### src/rtl/periph_burst_scheduler_pkg.sv
// Shared types and constants for the peripheral-to-USB burst scheduler.
// Also provides the width and circular-index helpers used by every scheduler file.
package periph_burst_scheduler_pkg;

    localparam int NUM_PERIPHERALS  = 8;
    localparam int USB_PACKET_WIDTH = 32;
    localparam int SCHED_MAX_BURST  = 16;

    typedef enum logic [1:0] {SCH_IDLE, SCH_BURST, SCH_SWITCH} sched_state_t;

    // Index width that stays legal (>=1 bit) even for a single requester
    function automatic int idx_width(input int n);
        return (n > 1) ? $clog2(n) : 1;
    endfunction

    // (base + inc) mod n for base, inc < n; avoids relying on power-of-2 wrap
    function automatic int wrap_add(input int base, input int inc, input int n);
        int s;
        s = base + inc;
        return (s >= n) ? s - n : s;
    endfunction

endpackage

### src/rtl/periph_burst_scheduler_if.sv
// Bundle of rx-FIFO side and downstream-FIFO side signals of the burst scheduler.
// The master modport is the scheduler; the slave modport is the FIFO environment.
interface periph_burst_scheduler_if #(
    parameter int N_REQ  = periph_burst_scheduler_pkg::NUM_PERIPHERALS,
    parameter int DATA_W = periph_burst_scheduler_pkg::USB_PACKET_WIDTH
);
    import periph_burst_scheduler_pkg::*;

    localparam int GW = idx_width(N_REQ);

    logic [N_REQ-1:0]        rx_empty;
    logic [N_REQ-1:0]        rx_almost_full;
    logic [N_REQ*DATA_W-1:0] rx_data;
    logic [N_REQ-1:0]        rx_read;
    logic                    out_afull;
    logic [DATA_W-1:0]       out_data;
    logic                    out_wr;
    logic [GW-1:0]           grant;
    logic                    grant_valid;

    modport master (
        input  rx_empty, rx_almost_full, rx_data, out_afull,
        output rx_read, out_data, out_wr, grant, grant_valid
    );

    modport slave (
        output rx_empty, rx_almost_full, rx_data, out_afull,
        input  rx_read, out_data, out_wr, grant, grant_valid
    );

endinterface

### src/rtl/periph_burst_scheduler_rr_pick.sv
// Circular find-first: rotates the request vector so 'start' sits at bit 0,
// finds the lowest set bit, and maps the offset back to an absolute index.
module periph_burst_scheduler_rr_pick
    import periph_burst_scheduler_pkg::*;
#(
    parameter int N = 8,
    parameter int W = idx_width(N)
) (
    input  logic [N-1:0] vec,
    input  logic [W-1:0] start,
    output logic         found,
    output logic [W-1:0] idx
);

    logic [N-1:0] rotated;
    logic [W-1:0] offset;

    genvar gi;
    generate
        for (gi = 0; gi < N; gi++) begin : g_rot
            assign rotated[gi] = vec[W'(wrap_add(int'(start), gi, N))];
        end
    endgenerate

    always_comb begin
        found  = 1'b0;
        offset = '0;
        for (int k = N - 1; k >= 0; k--) begin
            if (rotated[k]) begin
                found  = 1'b1;
                offset = W'(k);
            end
        end
        idx = W'(wrap_add(int'(start), int'(offset), N));
    end

endmodule

### src/rtl/periph_burst_scheduler.sv
// Round-robin burst arbiter sharing the USB-bound FIFO write port among the peripheral
// rx FIFOs, with urgency priority for nearly-full FIFOs and a registered write stage.
module periph_burst_scheduler
    import periph_burst_scheduler_pkg::*;
#(
    parameter int N_REQ     = NUM_PERIPHERALS,
    parameter int DATA_W    = USB_PACKET_WIDTH,
    parameter int MAX_BURST = SCHED_MAX_BURST
) (
    input logic                   clk,
    input logic                   rst,
    periph_burst_scheduler_if.master bus
);

    localparam int GW = idx_width(N_REQ);
    localparam int CW = $clog2(MAX_BURST + 1);
    localparam logic [CW-1:0] LAST_CNT = CW'(MAX_BURST - 1);

    sched_state_t      state_reg;
    logic [GW-1:0]     grant_reg;
    logic [GW-1:0]     rr_ptr_reg;
    logic [CW-1:0]     burst_cnt_reg;
    logic [DATA_W-1:0] out_data_reg;
    logic              out_wr_reg;
    logic              grant_valid_reg;

    logic [N_REQ-1:0]  req;
    logic [N_REQ-1:0]  urg;
    logic              urg_found;
    logic              req_found;
    logic [GW-1:0]     urg_idx;
    logic [GW-1:0]     req_idx;
    logic [GW-1:0]     pick_idx;
    logic [GW-1:0]     next_ptr;
    logic [DATA_W-1:0] rx_words [N_REQ];
    logic [DATA_W-1:0] sel_data;
    logic              pop;
    logic              burst_done;

    assign req = ~bus.rx_empty;
    assign urg = req & bus.rx_almost_full;

    periph_burst_scheduler_rr_pick #(.N(N_REQ), .W(GW)) u_pick_urg (
        .vec   (urg),
        .start (rr_ptr_reg),
        .found (urg_found),
        .idx   (urg_idx)
    );

    periph_burst_scheduler_rr_pick #(.N(N_REQ), .W(GW)) u_pick_req (
        .vec   (req),
        .start (rr_ptr_reg),
        .found (req_found),
        .idx   (req_idx)
    );

    assign pick_idx = urg_found ? urg_idx : req_idx;
    assign next_ptr = GW'(wrap_add(int'(grant_reg), 1, N_REQ));

    genvar gi;
    generate
        for (gi = 0; gi < N_REQ; gi++) begin : g_lane
            assign rx_words[gi]    = bus.rx_data[gi*DATA_W +: DATA_W];
            assign bus.rx_read[gi] = pop && (grant_reg == GW'(gi));
        end
    endgenerate

    assign sel_data = rx_words[grant_reg];

    // Pop only when the owner has data and the downstream can absorb the word in flight
    assign pop        = (state_reg == SCH_BURST) && req[grant_reg] && !bus.out_afull;
    assign burst_done = (pop && (burst_cnt_reg == LAST_CNT)) || bus.rx_empty[grant_reg];

    always_ff @(posedge clk or posedge rst) begin
        if (rst) begin
            state_reg       <= SCH_IDLE;
            grant_reg       <= '0;
            rr_ptr_reg      <= '0;
            burst_cnt_reg   <= '0;
            out_data_reg    <= '0;
            out_wr_reg      <= 1'b0;
            grant_valid_reg <= 1'b0;
        end else begin
            out_wr_reg <= pop;
            if (pop) begin
                out_data_reg <= sel_data;
            end

            case (state_reg)
                SCH_IDLE: begin
                    if (req_found) begin
                        grant_reg       <= pick_idx;
                        burst_cnt_reg   <= '0;
                        grant_valid_reg <= 1'b1;
                        state_reg       <= SCH_BURST;
                    end
                end
                SCH_BURST: begin
                    if (pop) begin
                        burst_cnt_reg <= burst_cnt_reg + 1'b1;
                    end
                    if (burst_done) begin
                        rr_ptr_reg      <= next_ptr;
                        grant_valid_reg <= 1'b0;
                        state_reg       <= SCH_SWITCH;
                    end
                end
                SCH_SWITCH: begin
                    // Dead cycle lets the last pop reach the empty flags before re-arbitration
                    state_reg <= SCH_IDLE;
                end
                default: begin
                    state_reg <= SCH_IDLE;
                end
            endcase
        end
    end

    assign bus.out_data    = out_data_reg;
    assign bus.out_wr      = out_wr_reg;
    assign bus.grant       = grant_reg;
    assign bus.grant_valid = grant_valid_reg;

endmodule

### src/flat_wrapper.sv
// flat-port wrapper written by rule: the top's interface ports become plain ports
module periph_burst_scheduler_flat import periph_burst_scheduler_pkg::*;
#(
    parameter int N_REQ     = NUM_PERIPHERALS,
    parameter int DATA_W    = USB_PACKET_WIDTH,
    parameter int MAX_BURST = SCHED_MAX_BURST
)
  (clk, rst, bus_rx_empty, bus_rx_almost_full, bus_rx_data, bus_out_afull, bus_rx_read, bus_out_data, bus_out_wr, bus_grant, bus_grant_valid);
  periph_burst_scheduler_if #(.N_REQ(N_REQ), .DATA_W(DATA_W)) bus_i ();
  input logic clk;
  input logic rst;
  input wire logic [$bits(bus_i.rx_empty)-1:0] bus_rx_empty;
  input wire logic [$bits(bus_i.rx_almost_full)-1:0] bus_rx_almost_full;
  input wire logic [$bits(bus_i.rx_data)-1:0] bus_rx_data;
  input wire logic [$bits(bus_i.out_afull)-1:0] bus_out_afull;
  output wire logic [$bits(bus_i.rx_read)-1:0] bus_rx_read;
  output wire logic [$bits(bus_i.out_data)-1:0] bus_out_data;
  output wire logic [$bits(bus_i.out_wr)-1:0] bus_out_wr;
  output wire logic [$bits(bus_i.grant)-1:0] bus_grant;
  output wire logic [$bits(bus_i.grant_valid)-1:0] bus_grant_valid;
  assign bus_i.rx_empty = bus_rx_empty;
  assign bus_i.rx_almost_full = bus_rx_almost_full;
  assign bus_i.rx_data = bus_rx_data;
  assign bus_i.out_afull = bus_out_afull;
  assign bus_rx_read = bus_i.rx_read;
  assign bus_out_data = bus_i.out_data;
  assign bus_out_wr = bus_i.out_wr;
  assign bus_grant = bus_i.grant;
  assign bus_grant_valid = bus_i.grant_valid;
  periph_burst_scheduler #(.N_REQ(N_REQ), .DATA_W(DATA_W), .MAX_BURST(MAX_BURST)) u_core (.clk(clk), .rst(rst), .bus(bus_i));
endmodule
### config.mk
export PLATFORM = sky130hd
export DESIGN_NAME = periph_burst_scheduler_flat
export DESIGN_NICKNAME = d
export VERILOG_FILES = /design/src/rtl/periph_burst_scheduler_pkg.sv /design/src/rtl/periph_burst_scheduler_if.sv /design/src/rtl/periph_burst_scheduler_rr_pick.sv /design/src/rtl/periph_burst_scheduler.sv /design/src/flat_wrapper.sv
export SDC_FILE = /design/constraint.sdc
export NUM_CORES = 1
export LEC_CHECK = 0
export ABC_AREA = 1
export CORE_MARGIN = 4
export CORE_UTILIZATION = 26
export DETAILED_ROUTE_END_ITERATION = 16
export REMOVE_ABC_BUFFERS = 1
export SLEW_MARGIN = 20
export SYNTH_ARGS = -nofsm -noshare
export SYNTH_HDL_FRONTEND = slang
export SYNTH_SLANG_ARGS = --single-unit
export TNS_END_PERCENT = 50
### constraint.sdc
create_clock -name clk -period 5.87 [get_ports clk]
set_clock_uncertainty 0.2 [all_clocks]
set_input_delay 1.174 -clock clk [delete_from_list [all_inputs] [get_ports clk]]
set_output_delay 1.174 -clock clk [all_outputs]
set_load 0.05 [all_outputs]
==> results of run 1 <==
through the flow:
| stage | hold WS (ns) | utilization, % |
|---|---|---|
| final | 0.277 | 45.4 |
| after global routing | 0.302 | 45.4 |
| after CTS | 0.285 | 45.3 |
| after detailed placement | 0.268 | 44.5 |
| after global placement | 0.259 | 44.5 |
| after floorplan | 0.294 | - |
worst min-delay path: stages, from the launching register on:
cell,delay [ns]
dfrtp_1,0.35
nand2_1,0.06
nand2_1,0.05
synth_stat cells:
library cell / number / area share (%)
buf_1: 2 / 0.15
clkinv_1: 1 / 0.074
ha_1: 11 / 2.7
clkbuf_1: 36 / 2.7
nor3b_1: 1 / 0.15
inv_4: 1 / 0.12
a31oi_1: 1 / 0.12
nand2_8: 2 / 0.79
xor2_1: 2 / 0.34
buf_6: 5 / 1.1
fa_1: 1 / 0.39
inv_1: 26 / 1.9
a21oi_1: 6 / 0.59
o221ai_1: 38 / 6.5
nand2_1: 182 / 13
nand2_2: 4 / 0.49
nand3b_4: 1 / 0.39
nor2_4: 1 / 0.22
inv_2: 8 / 0.59
buf_2: 13 / 1.3
o22ai_1: 26 / 3.2
dfrtp_1: 47 / 23
o21a_1: 13 / 1.9
xnor2_1: 3 / 0.52
nor2_2: 1 / 0.12
nand2_4: 1 / 0.22
xor2_4: 1 / 0.54
o21ai_0: 96 / 9.4
o21ai_1: 4 / 0.39
mux2i_1: 38 / 7.5
nand3_1: 100 / 9.8
nor2_1: 109 / 8.0
o21ai_2: 3 / 0.52
xor2_2: 1 / 0.32
buf_4: 3 / 0.44
cell type report:
type / count / area share, %
Multi-Input combinational cell: 646 / 40.5
Timing Repair Buffer: 329 / 38.6
Sequential cell: 47 / 13.7
Tap cell: 260 / 3.77
Clock buffer: 7 / 1.65
Inverter: 36 / 1.59
Antenna cell: 4 / 0.116
Clock inverter: 1 / 0.101
power by group through the flow:
stage / registers [mW] / clock network, mW / logic, mW
2_1_floorplan: 1.15 / 0 / 1.64
3_3_place_gp: 0.626 / 0 / 3.18
3_5_place_dp: 0.629 / 0 / 3.19
4_1_cts: 0.626 / 0.323 / 3.21
5_1_grt: 0.647 / 0.327 / 3.51
6_report: 0.625 / 0.305 / 3.17
placed cells by master, fill, tap and decap left out, drive strengths merged:
master / count
nand2: 189
diode: 4
clkbuf: 7
o21a: 13
clkdlybuf4s50: 313
o22ai: 26
inv: 36
nor2: 111
fa: 1
a21oi: 6
xor2: 4
nor3b: 1
o21ai: 103
dfrtp: 47
ha: 11
nand3b: 1
o221ai: 38
clkinv: 1
buf: 16
a31oi: 1
mux2i: 38
xnor2: 3
nand3: 100
path summary, 6_finish.rpt:
path / startpoint / end / slack [ns] / cells past startpoint
max reg2reg: u_core.rr_ptr_reg[0] / u_core.bus.grant[2] / 1.81 / 21
max: bus_rx_empty[1] / bus_rx_read[3] / 0.88 / 9
min in group asynchronous: rst / u_core.bus.out_wr / 1.03 / 2
min: u_core.bus.grant_valid / u_core.bus.grant_valid / 0.28 / 2
min reg2reg: u_core.bus.grant_valid / u_core.bus.grant_valid / 0.28 / 2
max in group asynchronous: rst / u_core.bus.grant[0] / 3.64 / 3
layer usage:
| layer | up-vias | global-route usage [%] | routed length, um |
|---|---|---|---|
| met5 | - | 0 | 0 |
| met4 | 0 | 6.05 | 556 |
| met3 | 29 | 5.58 | 1880 |
| met2 | 250 | 36.4 | 11800 |
| met1 | 2947 | 24.4 | 9310 |
| li1 | 3278 | - | - |
logic make-up (layout without fill, tap and decap cells):
group | count (synthesis) | in the layout | share of synthesized area [%]
buffers and inverters | 95 | 373 | 8.32
other | 0 | 4 | 0
adders and majority gates | 12 | 12 | 3.09
AOI/OAI and AO/OA | 187 | 187 | 22.7
xor gates and xnor gates | 7 | 7 | 1.72
DFF | 47 | 47 | 23.1
and+or+nand+nor | 402 | 402 | 33.6
muxes | 38 | 38 | 7.46
==> results.py, run 1 <==
metrics = {
    "clocking": {
        "post_cts_resized": 0,
        "htreeDepth": 2,
        "path_clk_slew_ns": 0.07,
        "postCtsSetupBuffers": 0,
        "cts_tree": "yes",
        "cts_buffer_depth": 2,
        "cts_hold_buf": 0,
        "root_buffer": "clkbuf_16",
        "insertion_delay_ns": 0.30,
        "numCtsBuffers": 5,
        "clock-sinks": 47,
    },
    "setup_path": {
        "crit_type": "in2out",
        "cp_data_required_time_ns": 4.50,
        "cp_cell_sequence": "clkdlybuf4s50_1 > inv_1 > a21oi_1 > o21ai_0 > nand3_1 > nand2_1 > nand3b_4 > nor2_1 > clkdlybuf4s50_1",
        "timing.critical_path.buf_inv": 3,
        "max_stage_delay_ns": 0.83,
        "path_max_fanout": 27,
        "arrival_ns": 3.62,
        "endpoint_kind": "primary output",
        "crit_slowest_cell": "clkdlybuf4s50_1",
        "path_common_cell": "clkdlybuf4s50_1",
        "crit_family": "buffers and inverters",
        "cp-start-kind": "input pin",
    },
    "timing": {
        "fin_ws_ns": 0.879,
        "worst_pin_slew_ns": 0.867,
        "fin_crit_ns": 4.99,
        "hold_viol": 0,
        "fmax_mhz": 200,
        "min_period_over_period_pct": 85.0,
        "rsz0062_at_grt": "false",
        "finalSetupViolCount": 0,
        "setup-tns-final_ns": 0,
        "drv_slew": 0,
        "slew_headroom_pct": 42.2,
    },
    "placed_design": {
        "placed_area_mm2": 0.00847,
        "gp_congestion": 0.844,
        "dp.final_hpwl_um": 18100,
        "io_buffers": 319,
        "dp_slack_ns": 0.875,
        "dp_cells": 1318,
    },
    "global_route": {
        "track_usage_pct": 20.6,
        "grt_overflow": 0,
        "antenna_found_initial": 4,
        "grt_pass1_wl_um": 35700,
        "grt_max_degree": 78,
        "grt_pass1_vias": 6462,
    },
    "routing": {
        "viasPerCell": 4.89,
        "drtPass1Iterations": 5,
        "wl_um": 23500,
        "vias": 6504,
        "ant_nets": 0,
        "wl_per_cell_um": 17.7,
        "drc": 0,
        "drt_first_iter_violations": 290,
    },
    "yosys": {
        "ys_seq_elements": 47,
        "netlist_area_mm2": 0.00510,
        "yosysSeqAreaShare_pct": 23.1,
        "syn_inst": 788,
        "avgSynthCellArea_um2": 6.47,
        "ys_warn_count": 0,
        "yosys.cell_types.count": 35,
    },
    "cells_and_area": {
        "final_nets": 1352,
        "multi_input_area_mm2": 0.00350,
        "layout.cells.non_filler": 1330,
        "nFillCells": 2017,
        "design_area_mm2": 0.00863,
        "seqCellArea_mm2": 0.00118,
        "largest_reg_flops": 32,
        "area.growth.synth_to_final_pct": 69.4,
        "drive_gt1_share_pct": 4.78,
    },
    "power": {
        "power_density_mw_per_mm2": 475,
        "power_frac_seq_pct": 15.3,
        "leakage_nw": 3.59,
        "vdd_ir_drop_max_v": 0.000307,
        "switchingPower_mw": 2.32,
        "comb_power_share_pct": 77.3,
        "swShare_pct": 56.6,
        "finalPower_mw": 4.10,
        "power.share.clock_pct": 7.4,
        "internal_power_mw": 1.78,
    },
    "run_status": {
        "status": "complete, no violations",
    },
    "floorplanning": {
        "die_area_mm2": 0.0219,
        "core_area_mm2": 0.0190,
        "ios": 320,
        "die-width_um": 148,
        "fp.dieH_um": 148,
        "floorplan.initialDensity_pct": 26.8,
        "rows": 50,
    },
    "hold_path": {
        "hold_class": "reg2reg",
    },
    "flow_run": {
        "maxCapViolations": 0,
    },
}
(Power assumes the default switching activity.)
==> run 2, diff against run 1 <==
CTS_BUF_LIST = sky130_fd_sc_hd__clkbuf_4   (was unset)
==> run 2 against run 1 <==
Against the previous run:
- wire length increased by 0.13%
- global-route usage about the same
- hold slack gained 0.019 ns
- critical path type unchanged
- first-iteration DRC count is 11% higher
==> results.py, run 2 (synthesis results as in run 1) <==
metrics = {
    "run_status": {
        "status": "complete, no violations",
    },
    "global_route": {
        "antenna_found_initial": 5,
        "grt_overflow": 0,
        "track_usage_pct": 20.6,
        "grt_max_degree": 78,
        "grt_pass1_vias": 6439,
        "grt_pass1_wl_um": 35700,
    },
    "cells_and_area": {
        "final_nets": 1352,
        "nFillCells": 2016,
        "design_area_mm2": 0.00854,
        "drive_gt1_share_pct": 4.78,
        "area.growth.synth_to_final_pct": 67.6,
        "layout.cells.non_filler": 1331,
        "largest_reg_flops": 32,
        "layout_common_cells": "clkdlybuf4s50_1, nand2_1, nor2_1",
        "final_common_cell": "clkdlybuf4s50_1",
    },
    "setup_path": {
        "cp-start-kind": "input pin",
        "arrival_ns": 3.59,
        "cp_data_required_time_ns": 4.50,
        "crit_family": "buffers and inverters",
        "path_common_cell": "clkdlybuf4s50_1",
        "timing.critical_path.buf_inv": 3,
        "cp_cell_sequence": "clkdlybuf4s50_1 > inv_1 > a21oi_1 > o21ai_0 > nand3_1 > nand2_1 > nand3b_4 > nor2_1 > clkdlybuf4s50_1",
        "endpoint_kind": "primary output",
        "max_stage_delay_ns": 0.83,
        "crit_type": "in2out",
        "crit_slowest_cell": "clkdlybuf4s50_1",
        "path_max_fanout": 27,
    },
    "timing": {
        "rsz0062_at_grt": "false",
        "holdWs_ns": 0.296,
        "slew_headroom_pct": 41.1,
        "finalSetupViolCount": 0,
        "worst_pin_slew_ns": 0.883,
        "min_period_over_period_pct": 84.5,
        "fmax_mhz": 202,
        "fin_ws_ns": 0.911,
        "drv_slew": 0,
        "hold_viol": 0,
        "fin_crit_ns": 4.96,
    },
    "routing": {
        "vias": 6498,
        "drc": 0,
        "drtPass1Iterations": 6,
        "wl_um": 23600,
        "viasPerCell": 4.88,
        "drt_first_iter_violations": 322,
        "wl_per_cell_um": 17.7,
        "ant_nets": 0,
    },
    "clocking": {
        "clock-sinks": 47,
        "path_clk_slew_ns": 0.16,
        "cts_tree": "yes",
        "insertion_delay_ns": 0.41,
        "root_buffer": "clkbuf_4",
        "post_cts_resized": 0,
        "cts_buffer_depth": 2,
        "cts_hold_buf": 0,
        "htreeDepth": 2,
        "postCtsSetupBuffers": 0,
        "numCtsBuffers": 5,
    },
    "floorplanning": {
        "floorplan.initialDensity_pct": 26.8,
        "fp.dieH_um": 148,
        "core_area_mm2": 0.0190,
        "ios": 320,
        "die-width_um": 148,
        "rows": 50,
        "die_area_mm2": 0.0219,
    },
    "power": {
        "power_density_mw_per_mm2": 465,
        "leakage_nw": 3.55,
        "vdd_ir_drop_max_v": 0.000305,
    },
    "hold_path": {
        "hold_class": "reg2reg",
    },
    "flow_run": {
        "maxCapViolations": 0,
    },
    "placed_design": {
        "dp.final_hpwl_um": 18100,
        "dp_slack_ns": 0.875,
        "gp_congestion": 0.844,
        "placed_area_mm2": 0.00847,
        "io_buffers": 319,
        "dp_cells": 1318,
    },
}
## run 2: worst register-to-register path: stages (launching register included)
cell and delay (ns):
dfrtp_1 0.87, inv_4 0.21, ha_1 0.47, inv_1 0.25, nand3_1 0.14, nand2_1 0.09
nand2_1 0.05, nand2_1 0.13, nand2_1 0.08, nor2_2 0.15, nand2_1 0.08, a21oi_1 0.11
nand2_1 0.06, nand2_1 0.07, ha_1 0.14, inv_1 0.05, fa_1 0.40, xor2_1 0.17
inv_1 0.08, nand3_1 0.07, nand3_1 0.09, nand2_1 0.05
## run 2: final cells by class
class / instances / area, um^2 / share of cell area, %
diodes: 5 / 12.5 / 0.147
multi-input cells: 646 / 3500 / 40.9
repair buffers: 329 / 3330 / 39.0
inverters: 36 / 138 / 1.61
clock inverters: 2 / 12.5 / 0.147
clock buffers: 6 / 45.0 / 0.527
flip-flops and latches: 47 / 1180 / 13.8
well taps: 260 / 325 / 3.81
## run 2: final timing paths
kind / start / depth (start not counted) / slack, ns / endpoint
max in group asynchronous: rst / 3 / 3.75 / u_core.bus.grant[0]
min in group asynchronous: rst / 2 / 0.89 / u_core.bus.out_wr
min: u_core.bus.grant_valid / 2 / 0.30 / u_core.bus.grant_valid
max reg2reg: u_core.rr_ptr_reg[0] / 21 / 1.81 / u_core.bus.grant[2]
min reg2reg: u_core.bus.grant_valid / 2 / 0.30 / u_core.bus.grant_valid
max: bus_rx_empty[1] / 9 / 0.91 / bus_rx_read[3]
## run 2: report_power, final
part / switching (mW) / leakage, nW / internal (mW) / total (mW)
Sequential: 0.152 / 0.571 / 0.473 / 0.625
Combinational: 2.04 / 2.95 / 1.13 / 3.17
Clock: 0.123 / 0.0337 / 0.0521 / 0.175
Total: 2.31 / 3.55 / 1.66 / 3.97
## run 2: through the flow
| stage | total power [mW] | setup TNS (ns) | utilization [%] |
|---|---|---|---|
| after global placement | 3.81 | 0 | 44.5 |
| after CTS | 4.02 | 0 | 44.8 |
| final | 3.97 | 0 | 44.9 |
| after global routing | 4.35 | 0 | 44.9 |
| after detailed placement | 3.82 | 0 | 44.5 |
| after floorplan | 2.79 | -29.83 | - |
## run 2: per-layer routing
layer	routed length, um	track usage, %	part of all wire [%]	up-vias
li1	-	-	-	3274
met2	11700	36.2	50	250
met3	1930	5.64	8.2	28
met5	0	0	0	-
met1	9380	24.5	40	2946
met4	550	6.33	2.3	0
